`config.mk`:
```
export PLATFORM = sky130hd
export DESIGN_NAME = mem_bus_adapter
export DESIGN_NICKNAME = d
export VERILOG_FILES = /design/src/rtl/mem_bus_adapter.sv
export SDC_FILE = /design/constraint.sdc
export NUM_CORES = 1
export LEC_CHECK = 0
export CAP_MARGIN = 15
export CORE_UTILIZATION = 30
export CTS_CLUSTER_DIAMETER = 120
export CTS_CLUSTER_SIZE = 28
export DETAILED_ROUTE_END_ITERATION = 8
export HOLD_SLACK_MARGIN = 0.03
export PLACE_DENSITY = 0.67
export SYNTH_ARGS = -nofsm -noshare
export SYNTH_HDL_FRONTEND = slang
export SYNTH_SLANG_ARGS = --single-unit
export TNS_END_PERCENT = 30
```
`constraint.sdc`:
```
create_clock -name clk_i -period 3.4 [get_ports clk_i]
set_input_delay 0.68 -clock clk_i [delete_from_list [all_inputs] [get_ports clk_i]]
set_output_delay 0.68 -clock clk_i [all_outputs]
set_load 0.02 [all_outputs]
```
`src/rtl/mem_bus_adapter.sv`:
```
// rtl/mem_bus_adapter.sv - single-access load/store to word-aligned req/gnt/rvalid bus adapter
// Byte/half/word requests become byte-enabled word transactions; loads return zero-extended data.
module mem_bus_adapter #(
    parameter int TIMEOUT_CYCLES = 256
) (
    input  logic        clk_i,
    input  logic        reset_i,
    input  logic        req_valid_i,
    input  logic        req_we_i,
    input  logic [31:0] req_addr_i,
    input  logic [1:0]  req_size_i,
    input  logic [31:0] req_wdata_i,
    output logic        busy_o,
    output logic        resp_valid_o,
    output logic [31:0] resp_rdata_o,
    output logic        resp_error_o,
    output logic        bus_req_o,
    output logic        bus_we_o,
    output logic [31:0] bus_addr_o,
    output logic [3:0]  bus_be_o,
    output logic [31:0] bus_wdata_o,
    input  logic        bus_gnt_i,
    input  logic        bus_rvalid_i,
    input  logic [31:0] bus_rdata_i
);

    localparam int CW = (TIMEOUT_CYCLES > 2) ? $clog2(TIMEOUT_CYCLES) : 1;

    typedef enum logic [2:0] {
        S_IDLE,
        S_REQ,
        S_WAIT,
        S_RESP,
        S_ERR
    } state_t;

    state_t state, state_next;

    logic [CW-1:0] tmo_cnt;
    logic          tmo_hit;
    logic          we_q;
    logic [1:0]    off_q;
    logic [1:0]    size_q;
    logic [29:0]   waddr_q;
    logic [3:0]    be_q;
    logic [31:0]   wdata_q;
    logic [31:0]   rdata_q;

    logic          req_bad;
    logic [3:0]    be_n;
    logic [31:0]   wdata_n;
    logic [31:0]   rd_shifted;
    logic [31:0]   rd_lane;

    assign tmo_hit = (tmo_cnt == CW'(TIMEOUT_CYCLES - 1));

    always_comb begin
        req_bad = (req_size_i == 2'd3)
               || (req_size_i == 2'd1 && req_addr_i[0])
               || (req_size_i == 2'd2 && req_addr_i[1:0] != 2'b00);
        case (req_size_i)
            2'd0: begin
                be_n    = 4'b0001 << req_addr_i[1:0];
                wdata_n = {4{req_wdata_i[7:0]}};
            end
            2'd1: begin
                be_n    = 4'b0011 << {req_addr_i[1], 1'b0};
                wdata_n = {2{req_wdata_i[15:0]}};
            end
            default: begin
                be_n    = 4'b1111;
                wdata_n = req_wdata_i;
            end
        endcase
    end

    // Bring the addressed lane down to bit 0, then zero everything above the access size.
    always_comb begin
        rd_shifted = bus_rdata_i >> {off_q, 3'b000};
        case (size_q)
            2'd0:    rd_lane = {24'b0, rd_shifted[7:0]};
            2'd1:    rd_lane = {16'b0, rd_shifted[15:0]};
            default: rd_lane = rd_shifted;
        endcase
    end

    always_ff @(posedge clk_i) begin
        if (reset_i) begin
            state <= S_IDLE;
        end else begin
            state <= state_next;
        end
    end

    always_comb begin
        state_next = state;
        case (state)
            S_IDLE: begin
                if (req_valid_i) begin
                    state_next = req_bad ? S_ERR : S_REQ;
                end
            end
            S_REQ: begin
                if (bus_gnt_i) begin
                    state_next = we_q ? S_RESP : S_WAIT;
                end else if (tmo_hit) begin
                    state_next = S_ERR;
                end
            end
            S_WAIT: begin
                if (bus_rvalid_i) begin
                    state_next = S_RESP;
                end else if (tmo_hit) begin
                    state_next = S_ERR;
                end
            end
            default: state_next = S_IDLE;
        endcase
    end

    always_ff @(posedge clk_i) begin
        if (reset_i) begin
            tmo_cnt <= '0;
            we_q    <= 1'b0;
            off_q   <= 2'b00;
            size_q  <= 2'b00;
            waddr_q <= '0;
            be_q    <= 4'b0000;
            wdata_q <= '0;
            rdata_q <= '0;
        end else begin
            if (state == S_IDLE) begin
                tmo_cnt <= '0;
            end else if (state == S_REQ || state == S_WAIT) begin
                tmo_cnt <= tmo_cnt + 1'b1;
            end
            if (state == S_IDLE && req_valid_i) begin
                we_q    <= req_we_i;
                off_q   <= req_addr_i[1:0];
                size_q  <= req_size_i;
                waddr_q <= req_addr_i[31:2];
                be_q    <= be_n;
                wdata_q <= wdata_n;
            end
            if (state_next == S_ERR) begin
                rdata_q <= '0;
            end else if (state == S_WAIT && bus_rvalid_i) begin
                rdata_q <= rd_lane;
            end
        end
    end

    assign busy_o       = (state != S_IDLE);
    assign resp_valid_o = (state == S_RESP) || (state == S_ERR);
    assign resp_error_o = (state == S_ERR);
    assign resp_rdata_o = rdata_q;
    assign bus_req_o    = (state == S_REQ);
    assign bus_we_o     = (state == S_REQ) && we_q;
    assign bus_be_o     = (state == S_REQ) ? be_q : 4'b0000;
    assign bus_addr_o   = {waddr_q, 2'b00};
    assign bus_wdata_o  = wdata_q;

endmodule
```
==> results of run 1 <==
layer usage:
| metal | vias up | global-route usage, % | share of wire, % |
|---|---|---|---|
| li1 | 2492 | - | - |
| met1 | 2240 | 21.2 | 42 |
| met2 | 174 | 29.8 | 47 |
| met3 | 13 | 8.15 | 10 |
| met4 | 0 | 6.20 | 1.1 |
| met5 | - | 0 | 0 |
layout make-up:
| cell class | count | share of cell area (%) |
|---|---|---|
| antenna | 1 | 0.0317 |
| clock buffer | 17 | 5.39 |
| clock inverter | 15 | 2.93 |
| inverter | 4 | 0.190 |
| multi-input combinational | 443 | 31.7 |
| sequential | 114 | 28.9 |
| tap | 220 | 3.49 |
| timing repair buffer | 218 | 27.4 |
cells by family after synthesis:
family | share of synthesized area [%]
buffers and inverters | 5.80
DFF | 45.0
muxes | 8.10
other | 0.0740
and+or+nand+nor | 20.4
AOI/OAI and AO/OA | 18.9
xor gates and xnor gates | 1.38
adders and majority gates | 0.247
worst paths after layout:
check	endpoint
max	bus_we_o
min	resp_rdata_o[26]
max reg2reg	resp_rdata_o[20]
min reg2reg	resp_rdata_o[26]
per-stage QoR:
| step | worst slack (ps) | instances | hold WS, ps |
|---|---|---|---|
| 2_1_floorplan | 1030 | 612 | 436 |
| 3_3_place_gp | 834 | 999 | 439 |
| 3_5_place_dp | 729 | 999 | 446 |
| 4_1_cts | 281 | 1031 | 454 |
| 5_1_grt | 130 | 1031 | 467 |
| 6_report | 337 | 1032 | 452 |
Yosys cell counts (all sizes together), types with 4 or more instances:
library cell and number:
nand2 145, dfxtp 114, buf 29, a21oi 82, o2bb2ai 8, clkbuf 22
nand3 10, mux2i 32, nand2b 5, o211ai 13, and2 5, a211oi 10
mux2 8, nor3 10, nor3b 4, a311oi 10, xnor2 8, nor2 49
o21ai 17, a22oi 8
critical path: cells and delay by family, from the launching register on:
family                 cells  cell delay, ps
and+or+nand+nor            2             860
DFF                        1             510
buffers and inverters      1             600
state kept, by name, summed over array words and instances, names as in the netlist:
| name | count |
|---|---|
| be_q | 4 |
| tmo_cnt | 8 |
| state | 3 |
| bus_wdata_o | 32 |
| resp_rdata_o | 32 |
| we_q | 1 |
| size_q | 2 |
| waddr_q | 30 |
| off_q | 2 |
where the power goes:
group	leakage, nW	internal, mW	switching [mW]
clock	0.314	1.31	0.682
sequential	0.932	1.42	0.0450
combinational	1.53	0.358	0.410
total	2.78	3.09	1.14
==> impl_metrics.json, run 1 <==
{
  "result_of_the_run": "completed",
  "category_of_the_most_critical_setup_path": "flip-flop to output pin",
  "grt_setup_unrepaired": "false",
  "chipHeight_um": 132,
  "postLayoutCoreUtil_pct": 47.7,
  "yosysTopAreaCellShare_pct": 45.0,
  "cts.repair.resized": 0,
  "chipWidth_um": 132,
  "postPlaceCellArea_um2": 7230,
  "worst-r2r-cell-count": 6,
  "worst-path-max-fanout": 9,
  "setup.worst_path.start_class": "flip-flop",
  "clock_latency_ps": 420,
  "cts-htree-levels": 4,
  "dr_total_vias": 4919,
  "synth_async_sr_flop_share_pct": 0,
  "fp.dieArea_um2": 17400,
  "grt_first_pass_wirelength_um": 25000,
  "wl_per_cell_um": 15.0,
  "initial_antenna_violation_count": 1,
  "post_route_cells_drive_above_1_share_pct": 7.77,
  "ios": 209,
  "fill_cells": 1641,
  "lkg_pwr_nw": 2.78,
  "synth_edf_count": 0,
  "postSynthCellCount": 611,
  "layout.nets": 903,
  "hold_violations": 0,
  "routed_wirelength_um": 15500,
  "drt_first_pass_iters": 4,
  "cp.arrival_ps": 2380,
  "cts_setup_buffers": 0,
  "synth_sequential_area_ratio_pct": 45.0,
  "timing.hold.worst.start": "resp_rdata_o[26]",
  "syn_area_um2": 5070,
  "design.core.area_um2": 16500,
  "cell_with_the_largest_stage_delay_on_the_worst_path": "sky130_fd_sc_hd__nor3b_1",
  "period_minus_slack_ps": 3060,
  "largest_net_degree_at_the_start_of_global_routing": 93,
  "place_hpwl_um": 10700,
  "routabilityCongestion": 0.764,
  "clockBufferDepth": 2,
  "timing.critical_path.cells": "nor3b_1 > and2_1 > clkdlybuf4s50_1",
  "postSynthRegisterBits": 114,
  "antenna_left": 0,
  "whs_path_depth": 2,
  "fmax_mhz": 327,
  "most_frequent_cells_in_the_layout": "sky130_fd_sc_hd__clkdlybuf4s50_1, sky130_fd_sc_hd__nand2_1, sky130_fd_sc_hd__dfxtp_1, sky130_fd_sc_hd__a21oi_1, sky130_fd_sc_hd__nor2_1",
  "sequential_cell_area_um2": 2280,
  "mostFrequentLayoutCell": "sky130_fd_sc_hd__clkdlybuf4s50_1",
  "cts_tree": "built",
  "drv_cap": 0,
  "setup_tns_ps": 0,
  "pwr_density_cell_nw_per_um2": 536,
  "hold_class": "flip-flop to flip-flop",
  "gr-total-overflow": 0,
  "worstPathRequired_ps": 2720,
  "synth_area_per_cell_um2": 8.29,
  "min_period_over_period_pct": 90.1,
  "netlist_top_cells_area": "sky130_fd_sc_hd__dfxtp_1, sky130_fd_sc_hd__nand2_1, sky130_fd_sc_hd__a21oi_1, sky130_fd_sc_hd__mux2i_1, sky130_fd_sc_hd__nor2_1",
  "slew_violations": 0,
  "clkSlewWorstSetupHoldPaths_ps": 60,
  "timing.reg2reg.setup_slack_ps": 1570,
  "synth.yosys.warnings": 0,
  "detailedRoute.firstIterationViolations": 225,
  "yosys.area.top_type": "sky130_fd_sc_hd__dfxtp_1",
  "final_count_of_negative_setup_slack_endpoints": 0,
  "crit_start": "state[0]",
  "cts-hold-fix-buffers": 0,
  "synth_cell_types": 44,
  "stdcell_area_um2": 7890,
  "ctsRootBufferMaster": "sky130_fd_sc_hd__clkbuf_16",
  "layout-area-overhead-vs-synth_pct": 55.7,
  "worst-slew-pin-transition_ps": 805,
  "timing.clock.skew_ps": 6.18,
  "multiInputGateArea_um2": 2500,
  "rows": 47,
  "floorplan.initialDensity_pct": 30.7,
  "cts_sinks": 114,
  "fin_total_pwr_mw": 4.23,
  "slew_headroom_pct": 46.3,
  "grt_pass1_vias": 4845,
  "vias_per_cell": 4.77,
  "reg2reg_from": "state[2]",
  "cts_made_buffers": 17,
  "port_buffers": 206,
  "synth_flop_cell": "sky130_fd_sc_hd__dfxtp_1",
  "remaining_drc_errors": 0,
  "critPathMaxStageDelay_ps": 640,
  "max-vdd-ir-drop_v": 0.000293,
  "track_usage_pct": 18.3,
  "endpoint_kind": "output pin"
}
No activity file was read; power rests on OpenSTA's default activity.
==> inputs of run 2 (changes only) <==
--- a/config.mk
+++ b/config.mk
@@ -12,6 +12,8 @@
 export DETAILED_ROUTE_END_ITERATION = 8
 export HOLD_SLACK_MARGIN = 0.03
 export PLACE_DENSITY = 0.67
+export RECOVER_POWER = 25
+export REMOVE_ABC_BUFFERS = 1
 export SYNTH_ARGS = -nofsm -noshare
 export SYNTH_HDL_FRONTEND = slang
 export SYNTH_SLANG_ARGS = --single-unit
==> run 2 against run 1 <==
The flow now finishes with violations (capacitance limit, slew limit). Power decreased by 2.3%. Highest routed layer is now met5. Final area decreased by 0.71%. Critical path depth unchanged. Worst setup slack got worse by 19 ps. Global-route usage decreased by 1.0 points. Largest power group unchanged. Critical path type unchanged. Critical endpoint is now bus_be_o[0]. Sequential cell count unchanged.
==> impl_metrics.json, run 2 (synthesis results as in run 1) <==
{
  "fp.dieArea_um2": 17400,
  "cts_tree": "built",
  "layout-area-overhead-vs-synth_pct": 54.6,
  "worst-slew-pin-transition_ps": 1790,
  "cts-htree-levels": 4,
  "total_switching_power_mw": 1.08,
  "drt_first_pass_iters": 4,
  "period_minus_slack_ps": 3080,
  "ios": 209,
  "grt_first_pass_wirelength_um": 23900,
  "chipHeight_um": 132,
  "setup.worst_path.start_class": "flip-flop",
  "cts_setup_buffers": 0,
  "whs_path_depth": 2,
  "cts_made_buffers": 17,
  "final_count_of_negative_setup_slack_endpoints": 0,
  "chipWidth_um": 132,
  "clock_latency_ps": 420,
  "clkSlewWorstSetupHoldPaths_ps": 50,
  "mostFrequentLayoutCell": "sky130_fd_sc_hd__clkdlybuf4s50_1",
  "pwr_density_cell_nw_per_um2": 527,
  "rows": 47,
  "slew_violations": 93,
  "hold_class": "flip-flop to flip-flop",
  "reg2reg_from": "state[2]",
  "fill_cells": 1598,
  "timing.hold.worst.start": "resp_rdata_o[4]",
  "worst_r2r_endpoint": "bus_wdata_o[26]",
  "most_frequent_cells_in_the_layout": "sky130_fd_sc_hd__clkdlybuf4s50_1, sky130_fd_sc_hd__nand2_1, sky130_fd_sc_hd__dfxtp_1, sky130_fd_sc_hd__a21oi_1, sky130_fd_sc_hd__nor2_1",
  "lkg_pwr_nw": 2.85,
  "pwr-share-clk_pct": 46.2,
  "port_buffers": 206,
  "layout.nets": 901,
  "hold-path-endpoint": "resp_rdata_o[4]",
  "slew_headroom_pct": -19.1,
  "power.internal_mw": 3.05,
  "track_usage_pct": 17.3,
  "hold_violations": 0,
  "antenna_left": 0,
  "worst-r2r-cell-count": 4,
  "max-vdd-ir-drop_v": 0.000305,
  "place_ws_ps": 601,
  "grt_pass1_vias": 4676,
  "clockBufferDepth": 2,
  "routed_wirelength_um": 15200,
  "gr-total-overflow": 0,
  "cts_sinks": 114,
  "floorplan.initialDensity_pct": 30.7,
  "category_of_the_most_critical_setup_path": "flip-flop to output pin",
  "wl_per_cell_um": 14.8,
  "cts-hold-fix-buffers": 0,
  "failed_checks": "capacitance limit, slew limit",
  "cp.arrival_ps": 2400,
  "cts.repair.resized": 0,
  "endpoint_kind": "output pin",
  "design.core.area_um2": 16500,
  "grt_setup_unrepaired": "false",
  "finalHoldWorstSlack_ps": 447,
  "initial_antenna_violation_count": 1,
  "ctsRootBufferMaster": "sky130_fd_sc_hd__clkbuf_16",
  "post_route_cells_drive_above_1_share_pct": 7.54,
  "setup_slack_ps": 319,
  "worstPathRequired_ps": 2720,
  "min_period_over_period_pct": 90.6,
  "combinationalPowerShare_pct": 18.2,
  "seq_power_share_pct": 35.6,
  "place_hpwl_um": 10300,
  "antennaDiodeCount": 0,
  "vias_per_cell": 4.75,
  "worst-path-max-fanout": 18,
  "dr_total_vias": 4887,
  "swShare_pct": 26.2,
  "timing.clock.skew_ps": 14.8,
  "fmax_mhz": 325,
  "drv_cap": 1,
  "result_of_the_run": "finished with violations",
  "largest_net_degree_at_the_start_of_global_routing": 93,
  "routabilityCongestion": 0.745,
  "detailedRoute.firstIterationViolations": 260,
  "timing.reg2reg.setup_slack_ps": 580,
  "remaining_drc_errors": 0
}
run 2: worst max-delay path, stage by stage (launching register included):
cell	delay (ps)
sky130_fd_sc_hd__dfxtp_1	520
sky130_fd_sc_hd__nor3b_1	660
sky130_fd_sc_hd__and2_1	220
sky130_fd_sc_hd__clkdlybuf4s50_1	600
run 2: worst max-delay path by stage:
stage	from	end	slack [ps]	cells past startpoint
2_1_floorplan	req_valid_i	resp_rdata_o[10]	-530	4
3_3_place_gp	bus_gnt_i	resp_rdata_o[17]	640	6
3_5_place_dp	bus_gnt_i	resp_rdata_o[8]	600	6
4_1_cts	state[2]	bus_be_o[0]	250	3
5_1_grt	state[2]	bus_be_o[0]	80	3
6_report	state[2]	bus_be_o[0]	320	3
run 2: final cells by class:
type / instances / area [µm²] / area share, %
multi-input cells: 443 / 2500 / 31.9
flip-flops and latches: 114 / 2280 / 29.1
inverters: 4 / 15.0 / 0.192
repair buffers: 216 / 2130 / 27.2
well taps: 220 / 275 / 3.51
clock buffers: 21 / 470 / 6.01
clock inverters: 11 / 158 / 2.01
run 2: power by group through the flow:
stage,Combinational (mW),Sequential [mW],Clock [mW]
4_1_cts,0.768,1.47,1.95
5_1_grt,0.815,1.48,2.01
2_1_floorplan,0.268,1.59,0
3_3_place_gp,0.764,1.50,0
6_report,0.751,1.47,1.91
3_5_place_dp,0.764,1.50,0
run 2: routing by layer:
| layer | wire [µm] | GRT usage, % | up-vias |
|---|---|---|---|
| met1 | 6700 | 21.3 | 2227 |
| met5 | 10 | 0 | - |
| met3 | 1520 | 7.50 | 15 |
| li1 | - | - | 2471 |
| met2 | 6810 | 26.7 | 172 |
| met4 | 157 | 6.07 | 2 |
run 2: per-stage QoR:
stage | util, % | std cells | instance area, µm² | power (mW) | TNS [ps]
after floorplan | - | 561 | 4790 | 1.86 | -16570
after global placement | 43.7 | 997 | 7220 | 2.26 | 0
after detailed placement | 43.7 | 997 | 7220 | 2.26 | 0
after CTS | 47.5 | 1029 | 7850 | 4.19 | 0
after global routing | 47.4 | 1029 | 7830 | 4.30 | 0
final | 47.4 | 1029 | 7830 | 4.13 | 0
==> inputs of run 3 (changes only) <==
--- a/config.mk
+++ b/config.mk
@@ -6,12 +6,12 @@
 export NUM_CORES = 1
 export LEC_CHECK = 0
 export CAP_MARGIN = 15
-export CORE_UTILIZATION = 30
+export CORE_UTILIZATION = 35
 export CTS_CLUSTER_DIAMETER = 120
 export CTS_CLUSTER_SIZE = 28
 export DETAILED_ROUTE_END_ITERATION = 8
 export HOLD_SLACK_MARGIN = 0.03
-export PLACE_DENSITY = 0.67
+export PLACE_DENSITY = 0.75
 export RECOVER_POWER = 25
 export REMOVE_ABC_BUFFERS = 1
 export SYNTH_ARGS = -nofsm -noshare
==> run 3 against run 2 <==
The run now ends clean. Worst setup slack got worse by 79 ps. Fmax decreased by 2.5%. Via count increased by 1.6%. Sequential share of layout area increased by 0.32 points. Global-route usage increased by 2.4 points. Wire length decreased by 2.9%. Register-to-register slack improved by 370 ps. Die area decreased by 14%. Sequential power about the same. Clock skew decreased by 6.0 ps.
==> impl_metrics.json, run 3 (synthesis results as in run 1) <==
{
  "worst_r2r_endpoint": "waddr_q[21]",
  "pwr_density_cell_nw_per_um2": 515,
  "setup_slack_ps": 240,
  "worstPathRequired_ps": 2720,
  "result_of_the_run": "completed",
  "timing.clock.skew_ps": 8.82,
  "layout-area-overhead-vs-synth_pct": 52.9,
  "largest_net_degree_at_the_start_of_global_routing": 93,
  "place_hpwl_um": 9840,
  "fin_total_pwr_mw": 3.99,
  "layout.nets": 902,
  "slew_violations": 0,
  "mostFrequentLayoutCell": "sky130_fd_sc_hd__clkdlybuf4s50_1",
  "fmax_mhz": 316,
  "ctsRootBufferMaster": "sky130_fd_sc_hd__clkbuf_16",
  "period_minus_slack_ps": 3160,
  "slew_headroom_pct": 29.2,
  "design.core.area_um2": 14000,
  "post_route_cells_drive_above_1_share_pct": 7.17,
  "ios": 209,
  "min_period_over_period_pct": 92.9,
  "grt_pass1_vias": 4628,
  "most_frequent_cells_in_the_layout": "sky130_fd_sc_hd__clkdlybuf4s50_1, sky130_fd_sc_hd__nand2_1, sky130_fd_sc_hd__dfxtp_1, sky130_fd_sc_hd__a21oi_1, sky130_fd_sc_hd__nor2_1",
  "wl_per_cell_um": 14.9,
  "cts.repair.resized": 0,
  "clock_latency_ps": 410,
  "max-vdd-ir-drop_v": 0.000310,
  "worst-path-max-fanout": 9,
  "setup.worst_path.start_class": "flip-flop",
  "category_of_the_most_critical_setup_path": "flip-flop to output pin",
  "worst-slew-pin-transition_ps": 1060,
  "sequential_cell_area_um2": 2280,
  "crit_start": "state[0]",
  "detailedRoute.firstIterationViolations": 282,
  "final_count_of_negative_setup_slack_endpoints": 0,
  "cp-endpoint": "bus_be_o[2]",
  "fill_cells": 1324,
  "gr-total-overflow": 0,
  "vias_per_cell": 5.02,
  "critPathMaxStageDelay_ps": 710,
  "worst-r2r-cell-count": 5,
  "routabilityCongestion": 0.797,
  "hold_violations": 0,
  "drt_first_pass_iters": 4,
  "cts_sinks": 114,
  "track_usage_pct": 19.7,
  "hold_class": "flip-flop to flip-flop",
  "cts-hold-fix-buffers": 0,
  "initial_antenna_violation_count": 0,
  "cts_tree": "built",
  "layout.cells.non_filler": 989,
  "port_buffers": 206,
  "dr_total_vias": 4967,
  "rows": 43,
  "remaining_drc_errors": 0,
  "lkg_pwr_nw": 2.86,
  "floorplan.initialDensity_pct": 36.2,
  "cts-htree-levels": 4,
  "cts_setup_buffers": 0,
  "placed_cells": 958,
  "clkSlewWorstSetupHoldPaths_ps": 50,
  "antennaDiodeCount": 0,
  "fp.dieArea_um2": 15000,
  "drv_cap": 0,
  "cp.arrival_ps": 2480,
  "multiInputGateArea_um2": 2500,
  "timing.critical_path.cells": "nor3b_1 > and2_1 > clkdlybuf4s50_1",
  "timing.reg2reg.setup_slack_ps": 950,
  "reg2reg_from": "state[2]",
  "routed_wirelength_um": 14700,
  "place_ws_ps": 662,
  "antenna_left": 0,
  "chipWidth_um": 122,
  "cell_with_the_largest_stage_delay_on_the_worst_path": "sky130_fd_sc_hd__nor3b_1",
  "grt_first_pass_wirelength_um": 22800,
  "endpoint_kind": "output pin",
  "setup_tns_ps": 0,
  "chipHeight_um": 122,
  "grt_setup_unrepaired": "false",
  "cts_made_buffers": 17,
  "clockBufferDepth": 2
}
run 3: worst max-delay path: cells and delay by family (launching register included):
family	cells	cell delay [ps]
flops	1	520
buf+inv	1	600
simple gates	2	940
run 3: metal layers:
| metal | global-route usage, % | vias to the layer above | routed length (µm) |
|---|---|---|---|
| li1 | - | 2483 | - |
| met1 | 23.4 | 2277 | 6260 |
| met2 | 30.7 | 197 | 6760 |
| met3 | 8.64 | 10 | 1570 |
| met4 | 8.31 | 0 | 159 |
| met5 | 0 | - | 0 |
run 3: final cells by class:
type	instances	share of cell area, %
clock buffer	21	5.81
clock inverter	10	1.74
inverter	4	0.194
multi-input combinational	443	32.3
sequential	114	29.5
tap	180	2.91
timing repair buffer	217	27.6
run 3: where the power goes:
| part | internal (mW) | switching (mW) | total, mW |
|---|---|---|---|
| Sequential | 1.42 | 0.0438 | 1.47 |
| Combinational | 0.343 | 0.408 | 0.751 |
| Clock | 1.16 | 0.614 | 1.78 |
run 3: worst min path at each step:
stage | from | endpoint | slack [ps] | depth (start not counted)
global route | resp_rdata_o[29] | resp_rdata_o[29] | 460 | 2
floorplan | size_q[0] | size_q[0] | 430 | 2
detailed placement | resp_rdata_o[25] | resp_rdata_o[25] | 450 | 2
finish | resp_rdata_o[26] | resp_rdata_o[26] | 450 | 2
CTS | resp_rdata_o[25] | resp_rdata_o[25] | 450 | 2
global placement | resp_rdata_o[25] | resp_rdata_o[25] | 440 | 2
run 3: metrics by stage:
step                hold slack [ps]  utilization (%)  cell area, µm²
finish                          447             55.4            7750
global route                    463             55.4            7750
CTS                             453             55.4            7750
detailed placement              445             51.2            7160
global placement                438             51.2            7160
floorplan                       430                -            4790
